==> config.mk <==
export PLATFORM = sky130hd
export DESIGN_NAME = branch_resolve_unit_flat
export DESIGN_NICKNAME = d
export VERILOG_FILES = /design/src/rtl/branch_resolve_unit_if.sv /design/src/rtl/branch_resolve_unit.sv /design/src/flat_wrapper.sv
export SDC_FILE = /design/constraint.sdc
export NUM_CORES = 1
export LEC_CHECK = 0
export ABC_AREA = 1
export BUFFER_PORTS_ARGS = -buffer_cell sky130_fd_sc_hd__buf_4
export CAP_MARGIN = 15
export CORE_ASPECT_RATIO = 0.75
export CORE_MARGIN = 5
export CORE_UTILIZATION = 40
export DETAILED_ROUTE_END_ITERATION = 10
export SYNTH_ARGS = -nofsm -noshare
export SYNTH_HDL_FRONTEND = slang
export SYNTH_SLANG_ARGS = --single-unit
==> constraint.sdc <==
create_clock -name Clk -period 1.5 [get_ports Clk]
set_input_delay 0.3 -clock Clk [delete_from_list [all_inputs] [get_ports Clk]]
set_output_delay 0.3 -clock Clk [all_outputs]
set_load 0.005 [all_outputs]
==> src/rtl/branch_resolve_unit_if.sv <==
// Decode/fetch-side bundle for branch_resolve_unit: instruction, flags, jump LUT write port, PC and status.
// TakenCount is present only when BRANCH_COUNT_EN is defined.
interface branch_resolve_unit_if #(
    parameter int PC_W   = 10,
    parameter int LUT_AW = 4
);
    logic              Start;
    logic              Valid;
    logic              BrEn;
    logic [2:0]        Cond;
    logic [LUT_AW-1:0] TgtIdx;
    logic              Carry;
    logic              LessThan;
    logic              Zero;
    logic              AddFlag;
    logic              HaltReq;
    logic              LutWe;
    logic [LUT_AW-1:0] LutAddr;
    logic [PC_W-1:0]   LutData;
    logic [PC_W-1:0]   PC;
    logic              Taken;
    logic              Flush;
    logic              Running;
    logic              Done;
`ifdef BRANCH_COUNT_EN
    logic [15:0]       TakenCount;
`endif

    modport slave (
        input  Start, Valid, BrEn, Cond, TgtIdx,
        input  Carry, LessThan, Zero, AddFlag, HaltReq,
        input  LutWe, LutAddr, LutData,
`ifdef BRANCH_COUNT_EN
        output TakenCount,
`endif
        output PC, Taken, Flush, Running, Done
    );

    modport master (
        output Start, Valid, BrEn, Cond, TgtIdx,
        output Carry, LessThan, Zero, AddFlag, HaltReq,
        output LutWe, LutAddr, LutData,
`ifdef BRANCH_COUNT_EN
        input  TakenCount,
`endif
        input  PC, Taken, Flush, Running, Done
    );
endinterface

==> src/rtl/branch_resolve_unit.sv <==
// Branch resolution and PC ownership: evaluates branch conditions on live flags, jumps through a writable LUT,
// and inserts one FLUSH bubble after each taken branch. Optional taken counter under BRANCH_COUNT_EN.
module branch_resolve_unit #(
    parameter int PC_W     = 10,
    parameter int LUT_AW   = 4,
    parameter int START_PC = 0
) (
    input  logic                  Clk,
    input  logic                  Reset,
    branch_resolve_unit_if.slave  bus
);
    localparam int              LUT_N      = 1 << LUT_AW;
    localparam logic [PC_W-1:0] START_PC_V = PC_W'(START_PC);
    localparam logic [PC_W-1:0] PC_ONE     = PC_W'(1);

    typedef enum logic [1:0] {S_IDLE, S_RUN, S_FLUSH, S_HALT} state_t;

    state_t          state_q, state_d;
    logic [PC_W-1:0] pc_q, pc_d;
    logic            taken_q, taken_d;
    logic            start_acc;
    logic [PC_W-1:0] lut_q [LUT_N];

    function automatic logic cond_met_f(input logic [2:0] c, input logic cy, input logic lt,
                                        input logic z, input logic af);
        logic r;
        case (c)
            3'd0:    r = 1'b1;
            3'd1:    r = z;
            3'd2:    r = ~z;
            3'd3:    r = lt;
            3'd4:    r = ~lt;
            3'd5:    r = cy;
            3'd6:    r = ~cy;
            default: r = af;
        endcase
        return r;
    endfunction

    always_comb begin
        state_d   = state_q;
        pc_d      = pc_q;
        taken_d   = 1'b0;
        start_acc = 1'b0;
        case (state_q)
            S_IDLE, S_HALT: begin
                if (bus.Start) begin
                    state_d   = S_RUN;
                    pc_d      = START_PC_V;
                    start_acc = 1'b1;
                end
            end
            S_RUN: begin
                if (bus.Valid) begin
                    // Halt has priority over any branch decoded in the same cycle.
                    if (bus.HaltReq) begin
                        state_d = S_HALT;
                    end else if (bus.BrEn && cond_met_f(bus.Cond, bus.Carry, bus.LessThan,
                                                        bus.Zero, bus.AddFlag)) begin
                        pc_d    = lut_q[bus.TgtIdx];
                        taken_d = 1'b1;
                        state_d = S_FLUSH;
                    end else begin
                        pc_d = pc_q + PC_ONE;
                    end
                end
            end
            S_FLUSH: state_d = S_RUN;
            default: state_d = S_IDLE;
        endcase
    end

    always_ff @(posedge Clk or negedge Reset) begin
        if (!Reset) begin
            state_q <= S_IDLE;
            pc_q    <= '0;
            taken_q <= 1'b0;
        end else begin
            state_q <= state_d;
            pc_q    <= pc_d;
            taken_q <= taken_d;
        end
    end

    // Branch read above sees the pre-write entry when the same index is written this cycle.
    always_ff @(posedge Clk or negedge Reset) begin
        if (!Reset) begin
            for (int i = 0; i < LUT_N; i++) lut_q[i] <= '0;
        end else if (bus.LutWe) begin
            lut_q[bus.LutAddr] <= bus.LutData;
        end
    end

`ifdef BRANCH_COUNT_EN
    logic [15:0] cnt_q, cnt_d;

    always_comb begin
        cnt_d = cnt_q;
        if (start_acc) begin
            cnt_d = '0;
        end else if (taken_d && (cnt_q != 16'hFFFF)) begin
            cnt_d = cnt_q + 16'd1;
        end
    end

    always_ff @(posedge Clk or negedge Reset) begin
        if (!Reset) cnt_q <= '0;
        else        cnt_q <= cnt_d;
    end

    assign bus.TakenCount = cnt_q;
`else
    logic unused_start_acc;
    assign unused_start_acc = start_acc;
`endif

    assign bus.PC      = pc_q;
    assign bus.Taken   = taken_q;
    assign bus.Flush   = (state_q == S_FLUSH);
    assign bus.Running = (state_q == S_RUN) || (state_q == S_FLUSH);
    assign bus.Done    = (state_q == S_HALT);
endmodule

==> src/flat_wrapper.sv <==
// flat-port wrapper written by rule: the top's interface ports become plain ports
module branch_resolve_unit_flat 
#(
    parameter int PC_W     = 10,
    parameter int LUT_AW   = 4,
    parameter int START_PC = 0
)
  (Clk, Reset, bus_Start, bus_Valid, bus_BrEn, bus_Cond, bus_TgtIdx, bus_Carry, bus_LessThan, bus_Zero, bus_AddFlag, bus_HaltReq, bus_LutWe, bus_LutAddr, bus_LutData, bus_PC, bus_Taken, bus_Flush, bus_Running, bus_Done);
  branch_resolve_unit_if #(.PC_W(PC_W), .LUT_AW(LUT_AW)) bus_i ();
  input  logic Clk;
  input  logic Reset;
  input wire logic [$bits(bus_i.Start)-1:0] bus_Start;
  input wire logic [$bits(bus_i.Valid)-1:0] bus_Valid;
  input wire logic [$bits(bus_i.BrEn)-1:0] bus_BrEn;
  input wire logic [$bits(bus_i.Cond)-1:0] bus_Cond;
  input wire logic [$bits(bus_i.TgtIdx)-1:0] bus_TgtIdx;
  input wire logic [$bits(bus_i.Carry)-1:0] bus_Carry;
  input wire logic [$bits(bus_i.LessThan)-1:0] bus_LessThan;
  input wire logic [$bits(bus_i.Zero)-1:0] bus_Zero;
  input wire logic [$bits(bus_i.AddFlag)-1:0] bus_AddFlag;
  input wire logic [$bits(bus_i.HaltReq)-1:0] bus_HaltReq;
  input wire logic [$bits(bus_i.LutWe)-1:0] bus_LutWe;
  input wire logic [$bits(bus_i.LutAddr)-1:0] bus_LutAddr;
  input wire logic [$bits(bus_i.LutData)-1:0] bus_LutData;
  output wire logic [$bits(bus_i.PC)-1:0] bus_PC;
  output wire logic [$bits(bus_i.Taken)-1:0] bus_Taken;
  output wire logic [$bits(bus_i.Flush)-1:0] bus_Flush;
  output wire logic [$bits(bus_i.Running)-1:0] bus_Running;
  output wire logic [$bits(bus_i.Done)-1:0] bus_Done;
  assign bus_i.Start = bus_Start;
  assign bus_i.Valid = bus_Valid;
  assign bus_i.BrEn = bus_BrEn;
  assign bus_i.Cond = bus_Cond;
  assign bus_i.TgtIdx = bus_TgtIdx;
  assign bus_i.Carry = bus_Carry;
  assign bus_i.LessThan = bus_LessThan;
  assign bus_i.Zero = bus_Zero;
  assign bus_i.AddFlag = bus_AddFlag;
  assign bus_i.HaltReq = bus_HaltReq;
  assign bus_i.LutWe = bus_LutWe;
  assign bus_i.LutAddr = bus_LutAddr;
  assign bus_i.LutData = bus_LutData;
  assign bus_PC = bus_i.PC;
  assign bus_Taken = bus_i.Taken;
  assign bus_Flush = bus_i.Flush;
  assign bus_Running = bus_i.Running;
  assign bus_Done = bus_i.Done;
  branch_resolve_unit #(.PC_W(PC_W), .LUT_AW(LUT_AW), .START_PC(START_PC)) u_core (.Clk(Clk), .Reset(Reset), .bus(bus_i));
endmodule
# Word-level counts from Yosys, hierarchy flattened
# Index checks and enable logic that the tools add are counted.
# Widths: inputs -> output; s select.
# totals
reg_bits	173
out_inout_bits	14
inputBits	32
elab_cells	74
# classes
eq_ne	13
addsub	1
mux	24
n_lt_le_gt_ge	3
n_reduce_logical	9
bitwise	5
# ops
operator	count
$bwmux 160	1
$mux 10	7
$bmux 10 s4	1
$demux 10 s4	1
$pmux 10 s2	1
$add 10x1->10 const B	1
$ge 5x5->1 const B	2
$not 4->5	2
$eq 3x3->1 const B	3
$mux 2	4
$mux 1	7
$pmux 1 s7	1
$eq 3x2->1 const B	2
$ne 2x2->1 const B	3
$pmux 2 s3	1
$lt 5x1->1 const B	1
$eq 2x2->1 const B	2
$reduce_and 4->1	1
$eq 3x1->1 const B	1
$logic_not 3->1	1
$ne 3x2->1 const B	1
$not 1->1	3
$reduce_and 3->1	1
$eq 2x1->1 const B	1
5 further kinds	6

# Longest topological paths before layout
# logic_depth
word_depth	10
depth_mapped	11
mapped_depth_nobuf	10

# Worst setup path after synthesis
# No wires, ideal clock.
# synth_path
path_kind	register -> register
start	reg u_core.state_q[0]
end	reg u_core.pc_q[0], in the netlist u_core.bus.PC[0]
t_required_ns	1.434
path_slack_ns	0.084
period_less_slack_ns	1.416
arrival_ns	1.350
path_stages_with_launch	9
setup_time_ns	0.066
n_path_buf	0
cell_sequence	dfrtp_1 -> inv_1 -> ha_1 -> nand2_1 -> nand2_1 -> nor2_2 -> a21oi_2 -> nand2_1 -> nand2_1
# synth_via
elab_chain_len	4
elab_cells_between_ends	10
classes_between	eq/ne: 5; mux: 1; reduce/logical: 4
# synth_lines
element	line_no	rtl
start: declaration	branch_resolve_unit.sv:18	state_t state_q, state_d;
start signal: assignment	branch_resolve_unit.sv:79	state_q <= state_d;
$eq 2x2->1 or $logic_not 2->1 (tied branches)	branch_resolve_unit.sv:45	case (state_q)
$reduce_or 2->1	branch_resolve_unit.sv:45	
$ne 2x2->1 (no line) or $reduce_bool 2->1 (tied branches)	--	
$reduce_and 4->1 (no line)	--	
end signal: assignment	branch_resolve_unit.sv:80	pc_q <= pc_d;
end: declaration	branch_resolve_unit.sv:19	logic [PC_W-1:0] pc_q, pc_d;
# Parallel ways exist; a longest one is shown, timed or not.
# A chain may end at the register's enable or synchronous reset.

# Worst setup path after layout
# layout_path
start	reg u_core.state_q[0]
end	out bus_Running
# layout_via
elab_chain_len	2
elab_cells_between_ends	3
classes_between	eq/ne: 2; reduce/logical: 1
# layout_lines
element	line_no	rtl
$eq 2x1->1 or $eq 2x2->1 (tied branches)	branch_resolve_unit.sv:120	assign bus.Running = (state_q == S_RUN) || (state_q == S_FLUSH);
$logic_or 1x1->1 (*)	branch_resolve_unit.sv:120	
end: declaration	flat_wrapper.sv:28	output wire logic [$bits(bus_i.Running)-1:0] bus_Running;
# Every way passes the cells marked *; elsewhere a longest branch is shown, timed or not.

==> metrics.txt <==
count of maximum capacitance violations 0; Setup TNS -1.060 ns; standard-cell rows 45; capturing element type of the critical path output pin; clock-pin slew on the worst setup and hold paths 0.07 ns; pre-CTS worst setup slack -0.1197 ns; number of instances in the synthesized netlist 1075; routability-driven placement congestion ratio 0.7989; pwr/cell area 1435 nW/µm²; mapped cell area 8327 µm²; filler-free cell count of the finished design 1433; Filler Cells Inserted 2026; buffer cell driving the clock tree root clkbuf_16; area taken by multi-input logic gates 3552 µm²; register area 4329 µm²; CTS tree yes; final-report max-slew violation count 0; cell taking the most area after synthesis dfrtp_1; final count of negative-setup-slack endpoints 12; Num CTS Buffers 17; Data arrival, critical path 1.39 ns; routed wirelength normalized by instance count 16.27 µm; Net Count, Synth 1111; maximum net fanout on the critical path 3; global-route congestion overflow total 0; number of routed nets with antenna violations 0; post-synthesis register bit count 173; source of the worst register-to-register timing path u_core.state_q[1]; Initial Utilization 0.4085; number of enable-type register cells in the synthesized netlist 0; class of the most critical setup path register to output pin; number of top-level pins 46; classification of the worst-slack hold path input pin to register; number of iterations in the first detailed-routing pass 5; setup slack of the most critical reg-to-reg path -0.11 ns; antenna violations before repair 0; Die Y-Extent 135.0 µm; residual DRC count 0; number of nets in the finished design 1174; portion of the post-synthesis area used by sequential elements 0.5199; Clock Sink Count 173; required time of the critical path 1.20 ns; diodes inserted 0; Iter 0 DRT Violations 628; final clock skew 0.008780 ns; Die X 176.6 µm; wire length after detailed routing 23.31 mm; GRT Total Usage 0.1990; Via Count 7208; cells taking the most area after synthesis dfrtp_1 (52%), nand2_1 (19%), o21ai_0 (9.7%); post-route core utilization 0.4964; top cell type's share of synthesized area 0.5199; count of distinct cell types in the synthesized netlist 25; Relative slew margins 0.6496; wire length of the first global-routing pass 37.18 mm; share of the clock period used by the worst path after layout 1.127; share of final-layout standard cells stronger than drive strength 1 0.1520; htree depth 4; share of synthesized registers carrying an async set or reset 1.000; final worst setup slack -0.1904 ns; worst-case clock buffer depth 2; run status finished with violations; mean cell area of the mapped netlist 7.746 µm²; Die ar. 23830 µm²; core area 20380 µm²; clock latency at the later pin of the worst-skew pair 0.44 ns; leakage power of the design 4.880 nW; violated checks setup timing; Post-synth top cells nand2_1 (432), dfrtp_1 (173), o21ai_0 (161); via count of the first global-routing pass 6719; RSZ-0062 raised after global routing yes; final hold violation count 0; shortest clock period the worst path allows after layout 1.690 ns; Peak Freq 591.6 MHz; PortBufs 45; worst min-delay path startpoint bus_Valid; Top FF cell, synth dfrtp_1; # placed instances 1392; Detailed Place HPWL 15.24 mm; maximum number of pins on one net before global-route repair 44; maximum resistive drop on vdd 0.0008071 V; Synth warnings 0; Tightest Pin Transition 0.5251 ns; worst hold margin 0.1788 ns; Critical Path Source Type register; area grow syn2layout 21.52%; crit path launch u_core.state_q[0]; average vias per placed instance 5.030; library cell with the highest instance count after synthesis nand2_1
==> flip-flops by register name, summed over array words and instances (netlist names) <==
name and flops:
u_core.lut_q 160, u_core.bus.PC 10, u_core.state_q 2, u_core.bus.Taken 1
==> per-stage QoR <==
step	power (mW)	area, µm²
floorplan	8.113	8327
global placement	9.352	9288
detailed placement	9.435	9288
CTS	14.44	10040
global route	15.33	10120
finish	14.52	10120
==> logic make-up after synthesis <==
logic type	Yosys count	synth area share
buffers and inverters	121	0.06852
and+or+nand+nor	594	0.2926
AOI/OAI and AO/OA	178	0.1077
xor gates and xnor gates	5	0.005260
adders and majority gates	4	0.006011
DFF	173	0.5199
==> metal layers <==
metal  vias up  track usage  share of wire
met1      3424       0.2952           0.50
met5         -            0              0
li1       3594            -              -
met4         0      0.06314          0.015
met3        28      0.03275          0.048
met2       162       0.2983           0.44
==> final cells by class <==
cell class,instances,area share
inverters,47,0.01842
flip-flops and latches,173,0.4278
clock buffers,21,0.04452
clock inverters,11,0.01410
repair buffers,118,0.1092
well taps,282,0.03487
multi-input cells,781,0.3511
==> what timing repair did <==
action / in CTS / in global routing
resized for setup: 25 / 15
pin swaps: 7 / 7
endpoints found under the hold margin: 70 / 0
hold buffers: 1 / 0
buffers inserted: 7 / 2
setup endpoints to repair: 13 / 16
==> power by group <==
part	internal [mW]	switching [mW]
combinational	1.72	1.92
clock	2.65	1.91
sequential	5.67	0.654
total	10.0	4.48
==> placed cells by master (no fill, tap or decap), drive strengths merged, types with 5 or more instances in the layout <==
master | netlist | final
nor2 | 17 | 17
dfrtp | 173 | 173
buf | 39 | 117
a21oi | 14 | 14
nand2 | 432 | 432
clkinvlp | 0 | 5
o21ai | 163 | 163
inv | 46 | 46
nand3 | 140 | 140
clkbuf | 35 | 21
==> critical path: stages, from the launching register on <==
cell and delay (ns):
dfrtp_1 0.39, inv_2 0.06, ha_4 0.27, buf_6 0.09, inv_2 0.03, buf_6 0.10
==> worst paths after layout <==
| check | endpoint | cells after the start |
|---|---|---|
| max | bus_Running | 5 |
| min | u_core.bus.Taken | 3 |
| max reg2reg | u_core.bus.PC[8] | 12 |
| min reg2reg | u_core.lut_q[30] | 2 |
| max in group asynchronous | u_core.lut_q[30] | 3 |
| min in group asynchronous | u_core.lut_q[105] | 2 |
(Power assumes the default switching activity.)
